[src/rtl/bitwise_pkg.sv]
// Shared constants for the bitwise operation scheduler: opcodes, FSM states, default widths.
package bitwise_pkg;

  localparam int unsigned DEF_W = 4;
  localparam int unsigned OP_W  = 3;

  localparam logic [OP_W-1:0] OP_AND  = 3'd0;
  localparam logic [OP_W-1:0] OP_OR   = 3'd1;
  localparam logic [OP_W-1:0] OP_XOR  = 3'd2;
  localparam logic [OP_W-1:0] OP_NAND = 3'd3;
  localparam logic [OP_W-1:0] OP_NOR  = 3'd4;
  localparam logic [OP_W-1:0] OP_XNOR = 3'd5;
  localparam logic [OP_W-1:0] OP_NOT  = 3'd6;
  localparam logic [OP_W-1:0] OP_RSVD = 3'd7;

  typedef enum logic [1:0] {
    ST_IDLE = 2'd0,
    ST_EXEC = 2'd1,
    ST_RESP = 2'd2
  } state_t;

endpackage

[src/rtl/bitwise_lane.sv]
// Shared combinational bitwise unit; the reserved opcode yields zero and flags an error.
module bitwise_lane
  import bitwise_pkg::*;
#(
  parameter int unsigned W   = DEF_W,
  parameter int unsigned OPW = OP_W
) (
  input  logic [W-1:0]   a_in,
  input  logic [W-1:0]   b_in,
  input  logic [OPW-1:0] op_in,
  output logic [W-1:0]   res_out,
  output logic           err_out
);

  // Decode the opcode and compute the W-bit result.
  always_comb begin
    res_out = '0;
    err_out = 1'b0;
    case (op_in)
      OP_AND:  res_out = a_in & b_in;
      OP_OR:   res_out = a_in | b_in;
      OP_XOR:  res_out = a_in ^ b_in;
      OP_NAND: res_out = ~(a_in & b_in);
      OP_NOR:  res_out = ~(a_in | b_in);
      OP_XNOR: res_out = ~(a_in ^ b_in);
      OP_NOT:  res_out = ~a_in;
      default: begin
        res_out = '0;
        err_out = 1'b1;
      end
    endcase
  end

endmodule

[src/rtl/bitwise_op_scheduler.sv]
// Two-requester round-robin front end sharing one bitwise lane; one operation in flight.
module bitwise_op_scheduler
  import bitwise_pkg::*;
#(
  parameter int unsigned W   = DEF_W,
  parameter int unsigned OPW = OP_W
) (
  input  logic           clk_in,
  input  logic           rst_in,
  input  logic           r0_valid_in,
  output logic           r0_ready_out,
  input  logic [W-1:0]   r0_a_in,
  input  logic [W-1:0]   r0_b_in,
  input  logic [OPW-1:0] r0_op_in,
  input  logic           r1_valid_in,
  output logic           r1_ready_out,
  input  logic [W-1:0]   r1_a_in,
  input  logic [W-1:0]   r1_b_in,
  input  logic [OPW-1:0] r1_op_in,
  output logic           res_valid_out,
  input  logic           res_ready_in,
  output logic [W-1:0]   res_data_out,
  output logic           res_id_out,
  output logic           res_err_out,
  output logic           busy_out
);

  state_t         r_state;
  state_t         w_next;
  logic           r_ptr;
  logic [W-1:0]   r_a;
  logic [W-1:0]   r_b;
  logic [OPW-1:0] r_op;
  logic           r_id;
  logic [W-1:0]   r_data;
  logic           r_err;
  logic           r_res_id;
  logic           w_gnt0;
  logic           w_gnt1;
  logic [W-1:0]   w_lane_res;
  logic           w_lane_err;

  bitwise_lane #(
    .W   (W),
    .OPW (OPW)
  ) u_lane (
    .a_in    (r_a),
    .b_in    (r_b),
    .op_in   (r_op),
    .res_out (w_lane_res),
    .err_out (w_lane_err)
  );

  // Arbitration and next-state: one-hot grant only in IDLE, pointer breaks ties.
  always_comb begin
    w_next = r_state;
    w_gnt0 = 1'b0;
    w_gnt1 = 1'b0;
    case (r_state)
      ST_IDLE: begin
        if (!rst_in) begin
          w_gnt0 = r0_valid_in & (~r1_valid_in | ~r_ptr);
          w_gnt1 = r1_valid_in & (~r0_valid_in | r_ptr);
        end
        if (w_gnt0 | w_gnt1) w_next = ST_EXEC;
      end
      ST_EXEC: w_next = ST_RESP;
      ST_RESP: if (res_ready_in) w_next = ST_IDLE;
      default: w_next = ST_IDLE;
    endcase
  end

  // State register.
  always_ff @(posedge clk_in) begin
    if (rst_in) r_state <= ST_IDLE;
    else        r_state <= w_next;
  end

  // Latch the granted requester's operands and id on accept.
  always_ff @(posedge clk_in) begin
    if (rst_in) begin
      r_a  <= '0;
      r_b  <= '0;
      r_op <= '0;
      r_id <= 1'b0;
    end else if (w_gnt0) begin
      r_a  <= r0_a_in;
      r_b  <= r0_b_in;
      r_op <= r0_op_in;
      r_id <= 1'b0;
    end else if (w_gnt1) begin
      r_a  <= r1_a_in;
      r_b  <= r1_b_in;
      r_op <= r1_op_in;
      r_id <= 1'b1;
    end
  end

  // Capture the lane output in EXEC; held unchanged through RESP.
  always_ff @(posedge clk_in) begin
    if (rst_in) begin
      r_data   <= '0;
      r_err    <= 1'b0;
      r_res_id <= 1'b0;
    end else if (r_state == ST_EXEC) begin
      r_data   <= w_lane_res;
      r_err    <= w_lane_err;
      r_res_id <= r_id;
    end
  end

  // Round-robin pointer moves to the other requester when a result is consumed.
  always_ff @(posedge clk_in) begin
    if (rst_in) r_ptr <= 1'b0;
    else if (r_state == ST_RESP && res_ready_in) r_ptr <= ~r_res_id;
  end

  assign r0_ready_out  = w_gnt0;
  assign r1_ready_out  = w_gnt1;
  assign res_valid_out = (r_state == ST_RESP);
  assign res_data_out  = r_data;
  assign res_id_out    = r_res_id;
  assign res_err_out   = r_err;
  assign busy_out      = (r_state != ST_IDLE);

endmodule

[config.mk]
export PLATFORM = sky130hd
export DESIGN_NAME = bitwise_op_scheduler
export DESIGN_NICKNAME = d
export VERILOG_FILES = /design/src/rtl/bitwise_pkg.sv /design/src/rtl/bitwise_lane.sv /design/src/rtl/bitwise_op_scheduler.sv
export SDC_FILE = /design/constraint.sdc
export NUM_CORES = 1
export LEC_CHECK = 0
export ABC_AREA = 1
export CAP_MARGIN = 10
export CORE_MARGIN = 2
export CORE_UTILIZATION = 30
export DETAILED_ROUTE_END_ITERATION = 16
export GPL_ROUTABILITY_DRIVEN = 0
export PLACE_DENSITY = 0.53
export SKIP_CTS_REPAIR_TIMING = 1
export SYNTH_ARGS = -nofsm -noshare
export SYNTH_HDL_FRONTEND = slang
export SYNTH_SLANG_ARGS = --single-unit
[constraint.sdc]
create_clock -name clk_in -period 2.9 [get_ports clk_in]
set_clock_uncertainty 0.2 [all_clocks]
set_input_delay 0.435 -clock clk_in [delete_from_list [all_inputs] [get_ports clk_in]]
set_output_delay 0.435 -clock clk_in [all_outputs]
set_load 0.02 [all_outputs]
==> results.cfg, run 1 <==
[logic_synthesis]
synth-seq-area-share_pct = 29.8
ys_seq_elements = 21
synth.distinct_cells = 22
syn_avg_cell_area_um2 = 6.65
synthesis.nets = 247
synth_warnings = 0
netlist_instances = 212
synth_area_um2 = 1410

[finish]
fin_util_pct = 41.4
nNetsFinal = 284
regArea_um2 = 420
fillCellCount = 499
antenna_cells = 0
multi_input_area_um2 = 767
area_growth_pct = 30.6
instances_no_fill = 300
final_common_cell = nand2_1
layout_common_cells = 56 x nand2_1, 36 x clkdlybuf4s50_1, 34 x inv_1
drive_gt1_share_pct = 8.06
final_area_um2 = 1840

[setup_path]
worst_setup_path_start_kind = input pin
r2r_start = r_op[1]
slowest_delay_ns = 0.65
worstPathRequired_ns = 2.27
worstSetupEndpoint = r1_ready_out
rrSetupSlack_ns = 1.22
crit_top_cell = clkdlybuf4s50_1
path_depth = 5
worstPathMaxFanout = 3
critPathTopFamily = buffers and inverters
slowest_stage = clkdlybuf4s50_1
r2r_end = res_data_out[2]
endpoint_kind = output port
cp.arrival_ns = 1.95
critPathKind = input pin to output port
crit_buf_inv = 3
cp-startpoint = rst_in
cp_cell_sequence = clkdlybuf4s50_1 > inv_2 > nand3_4 > a211oi_1 > clkdlybuf4s50_1
r2r_cells = 8

[timing]
worst_pin_slew_ns = 0.485
finalWorstSetupSlack_ns = 0.317
finalSetupTns_ns = 0
setup_viol = 0
finalCriticalPeriod_ns = 2.58
rsz0062_at_grt = false
relSlewSlack_pct = 67.6
finalHoldViolCount = 0
fmax_mhz = 387
slew_viol_final = 0
min_period_over_period_pct = 89.1
holdWs_ns = 0.262

[routing]
via_per_inst = 4.52
drtAntennaViolNets = 0
via_count = 1355
drtIter0Drc = 43
drc = 0
dr.pass1.iters = 4
wl_per_cell_um = 10.5
drt_wl_total_mm = 3.14

[pwr]
ir_drop_v = 0.000184
total_power_mw = 0.761
p_leak_nw = 0.852
powerDensity_nw_per_um2 = 413

[placement]
dpl_cell_area_um2 = 1800
port_buffers = 36
placed_cells = 296
dp_hpwl_mm = 2.42
post-place-ws_ns = 0.301

[die]
core_um2 = 4440
start_util_pct = 31.7
die_y_um = 72.6
rows = 24
ioPinCount = 37
die_area_um2 = 5260
die-width_um = 72.6

[grt]
grt_pass1_wl_mm = 5.60
grt_max_degree = 24
antenna_found_initial = 0
overflow = 0
grt_pass1_vias = 1281
grt_use_total_pct = 13.4

[status]
outcome = completed

[clock_network]
cts_tree = built
clk_pin_slew_ns = 0.08
root_buffer = clkbuf_8
clock_latency_ns = 0.26
cts_made_buffers = 3
htree_levels = 1
cts_max_path_buffers = 2
cts_sinks = 21

[hold_path]
min_path_type = flop to flop

[job]
maxCapViolations = 0
==> kinds of logic (layout without fill, tap and decap cells) <==
group                    after synthesis  after routing  synth area share, %
AND/OR/NAND/NOR                      112            112                 36.6
buffers and inverters                 48             84                 15.8
AO/OA/AOI/OAI                         23             23                 10.6
flip-flops                            21             21                 29.8
adder cells (fa/ha/maj)                8              8                 7.10
==> routing by layer <==
| metal | track usage (%) | share of wire, % | vias to the layer above |
|---|---|---|---|
| met5 | 0 | 0 | - |
| met4 | 4.53 | 1.3 | 0 |
| met3 | 3.19 | 3.6 | 2 |
| met2 | 20.5 | 43 | 24 |
| met1 | 18.6 | 52 | 572 |
| li1 | - | - | 757 |
==> worst reg2reg max path, delay by kind of cell (launching register included) <==
family	cells	cell delay [ns]
DFF	1	0.63
and+or+nand+nor	7	0.67
AOI/OAI and AO/OA	1	0.12
==> where the power goes <==
part	switching (mW)	internal [mW]	total, mW
sequential	0.0232	0.312	0.335
clock	0.0925	0.0977	0.190
combinational	0.129	0.106	0.236
==> worst min-delay path by stage <==
stage,from,to,depth (start not counted)
finish,res_data_out[0],res_data_out[0],2
global route,res_data_out[3],res_data_out[3],2
CTS,res_data_out[0],res_data_out[0],2
detailed placement,res_data_out[0],res_data_out[0],2
global placement,res_data_out[1],res_data_out[1],2
floorplan,r_ptr,r_ptr,2
==> final cells by class <==
type,count,area share [%]
Clock buffer,4,2.45
Sequential cell,21,22.8
Multi-Input combinational cell,143,41.6
Inverter,39,7.95
Timing Repair Buffer,41,21.6
Tap cell,52,3.53
==> sequential cells by signal (all words and copies together) (netlist names) <==
register,count
r_a,4
r_b,4
res_data_out,4
r_op,3
r_state,2
r_id,1
r_ptr,1
res_err_out,1
res_id_out,1
==> cell usage after synthesis (all sizes together) <==
master  number  area, µm²
inv         39        146
o211ai      11       87.6
dfxtp       21        420
a21oi        8       40.0
nand2       56        210
ha           8        100
nand3       22        128
nand4       12       75.1
clkbuf       1       13.8
nor3         1       5.00
nor2        21       98.8
a211oi       1       7.51
buf          8       62.6
o21ai        3       15.0
No activity file was read; power rests on OpenSTA's default activity.
==> run 2, diff against run 1 <==
--- a/config.mk
+++ b/config.mk
@@ -12,6 +12,7 @@
 export DETAILED_ROUTE_END_ITERATION = 16
 export GPL_ROUTABILITY_DRIVEN = 0
 export PLACE_DENSITY = 0.53
+export SETUP_SLACK_MARGIN = 0.02
 export SKIP_CTS_REPAIR_TIMING = 1
 export SYNTH_ARGS = -nofsm -noshare
 export SYNTH_HDL_FRONTEND = slang
==> results of run 2 <==
The final DEF is identical to that of run 1; final timing and power are the same.
==> run 3, diff against run 2 <==
--- a/config.mk
+++ b/config.mk
@@ -12,7 +12,7 @@
 export DETAILED_ROUTE_END_ITERATION = 16
 export GPL_ROUTABILITY_DRIVEN = 0
 export PLACE_DENSITY = 0.53
-export SETUP_SLACK_MARGIN = 0.02
+export SETUP_SLACK_MARGIN = 0.4
 export SKIP_CTS_REPAIR_TIMING = 1
 export SYNTH_ARGS = -nofsm -noshare
 export SYNTH_HDL_FRONTEND = slang
==> run 3 against run 2 <==
  * Cell area grew 0.14%
  * Wire length is essentially flat
  * Core utilization grew 0.056 points
  * Hold slack is the same
  * Via count is the same
  * Combinational power is essentially flat
  * Sequential share of layout area is essentially flat
  * Sequential power is essentially flat
  * Critical path type unchanged
  * First-iteration DRC count is the same
  * Flip-flop and latch count is the same
==> results.cfg, run 3 (same netlist as run 1, synthesis figures left out) <==
[timing]
fmax_mhz = 414
slew_viol_final = 0
finalWorstSetupSlack_ns = 0.482
finalCriticalPeriod_ns = 2.42
min_period_over_period_pct = 83.4
rsz0062_at_grt = false
setup_viol = 0
finalHoldViolCount = 0
worst_pin_slew_ns = 0.485
finalSetupTns_ns = 0
relSlewSlack_pct = 67.6

[pwr]
p_leak_nw = 0.869
ir_drop_v = 0.000184
powerDensity_nw_per_um2 = 413

[routing]
via_per_inst = 4.52
drtIter0Drc = 43
dr.pass1.iters = 4
via_count = 1355
drtAntennaViolNets = 0
drc = 0
drt_wl_total_mm = 3.14
wl_per_cell_um = 10.5

[job]
maxCapViolations = 0

[grt]
grt_use_total_pct = 13.4
grt_pass1_wl_mm = 5.60
overflow = 0
grt_max_degree = 24
antenna_found_initial = 0
grt_pass1_vias = 1281

[hold_path]
min_path_type = flop to flop

[setup_path]
endpoint_kind = output port
crit_buf_inv = 3
critPathTopFamily = buffers and inverters
slowest_stage = clkdlybuf4s50_1
worst_setup_path_start_kind = input pin
critPathKind = input pin to output port
cp.arrival_ns = 1.78
slowest_delay_ns = 0.61
worstPathRequired_ns = 2.27
crit_top_cell = clkdlybuf4s50_1
worstPathMaxFanout = 3
cp_cell_sequence = clkdlybuf4s50_1 > inv_2 > nand3_4 > nor2_4 > clkdlybuf4s50_1

[clock_network]
cts_tree = built
cts_made_buffers = 3
htree_levels = 1
cts_max_path_buffers = 2
cts_sinks = 21
root_buffer = clkbuf_8
clock_latency_ns = 0.26
clk_pin_slew_ns = 0.08

[placement]
post-place-ws_ns = 0.301
port_buffers = 36
dp_hpwl_mm = 2.42

[status]
outcome = completed

[finish]
antenna_cells = 0
area_growth_pct = 30.8
final_common_cell = nand2_1
nNetsFinal = 284
drive_gt1_share_pct = 8.06
layout_common_cells = 56 x nand2_1, 35 x clkdlybuf4s50_1, 34 x inv_1

[die]
die_area_um2 = 5260
start_util_pct = 31.7
die-width_um = 72.6
die_y_um = 72.6
core_um2 = 4440
ioPinCount = 37
rows = 24
[run 3: cell count changes in the layout (fill, tap and decap cells not counted)]
cell             before  now
clkdlybuf4s50_1      36   35
dlymetal6s2s_1        0    1
[run 3: cell type report]
class	instances	area [µm²]
clock buffers	4	45.0
repair buffers	41	400
well taps	52	65.1
inverters	39	146
multi-input cells	143	767
flip-flops and latches	21	420
fillers	498	2600
[run 3: report_power, final]
part / total [mW] / internal, mW / switching [mW] / leakage, nW
combinational: 0.235 / 0.106 / 0.129 / 0.674
sequential: 0.335 / 0.312 / 0.0232 / 0.172
clock: 0.190 / 0.0977 / 0.0925 / 0.0228
total: 0.761 / 0.516 / 0.245 / 0.869
[run 3: through the flow]
stage / instances / instance area, µm² / hold WS, ns / utilization, % / power [mW]
after floorplan: 212 / 1410 / 0.244 / - / 0.495
after global placement: 296 / 1800 / 0.254 / 40.4 / 0.579
after detailed placement: 296 / 1800 / 0.254 / 40.4 / 0.579
after CTS: 300 / 1840 / 0.266 / 41.4 / 0.772
after global routing: 300 / 1840 / 0.292 / 41.5 / 0.819
final: 300 / 1840 / 0.262 / 41.5 / 0.761
[run 3: path summary, 6_finish.rpt]
path                            slack [ns]       startpoint  depth (start not counted)         endpoint
worst max-delay path                  0.48           rst_in                          5     r0_ready_out
worst min-delay path                  0.26  res_data_out[0]                          2  res_data_out[0]
worst max register to register        1.22          r_op[1]                          8  res_data_out[2]
worst min register to register        0.26  res_data_out[0]                          2  res_data_out[0]
[run 3: tightest hold or removal path, stage by stage (launching register included)]
cell and delay [ns]:
dfxtp_1 0.31, nand2_1 0.06, a21oi_1 0.05
[run 3: layer usage]
metal  part of all wire (%)  global-route usage, %  vias to the layer above
met4                    1.3                   4.53                        0
met3                    3.6                   3.19                        2
li1                       -                      -                      757
met1                     52                   18.6                      572
met2                     43                   20.5                       24
met5                      0                      0                        -
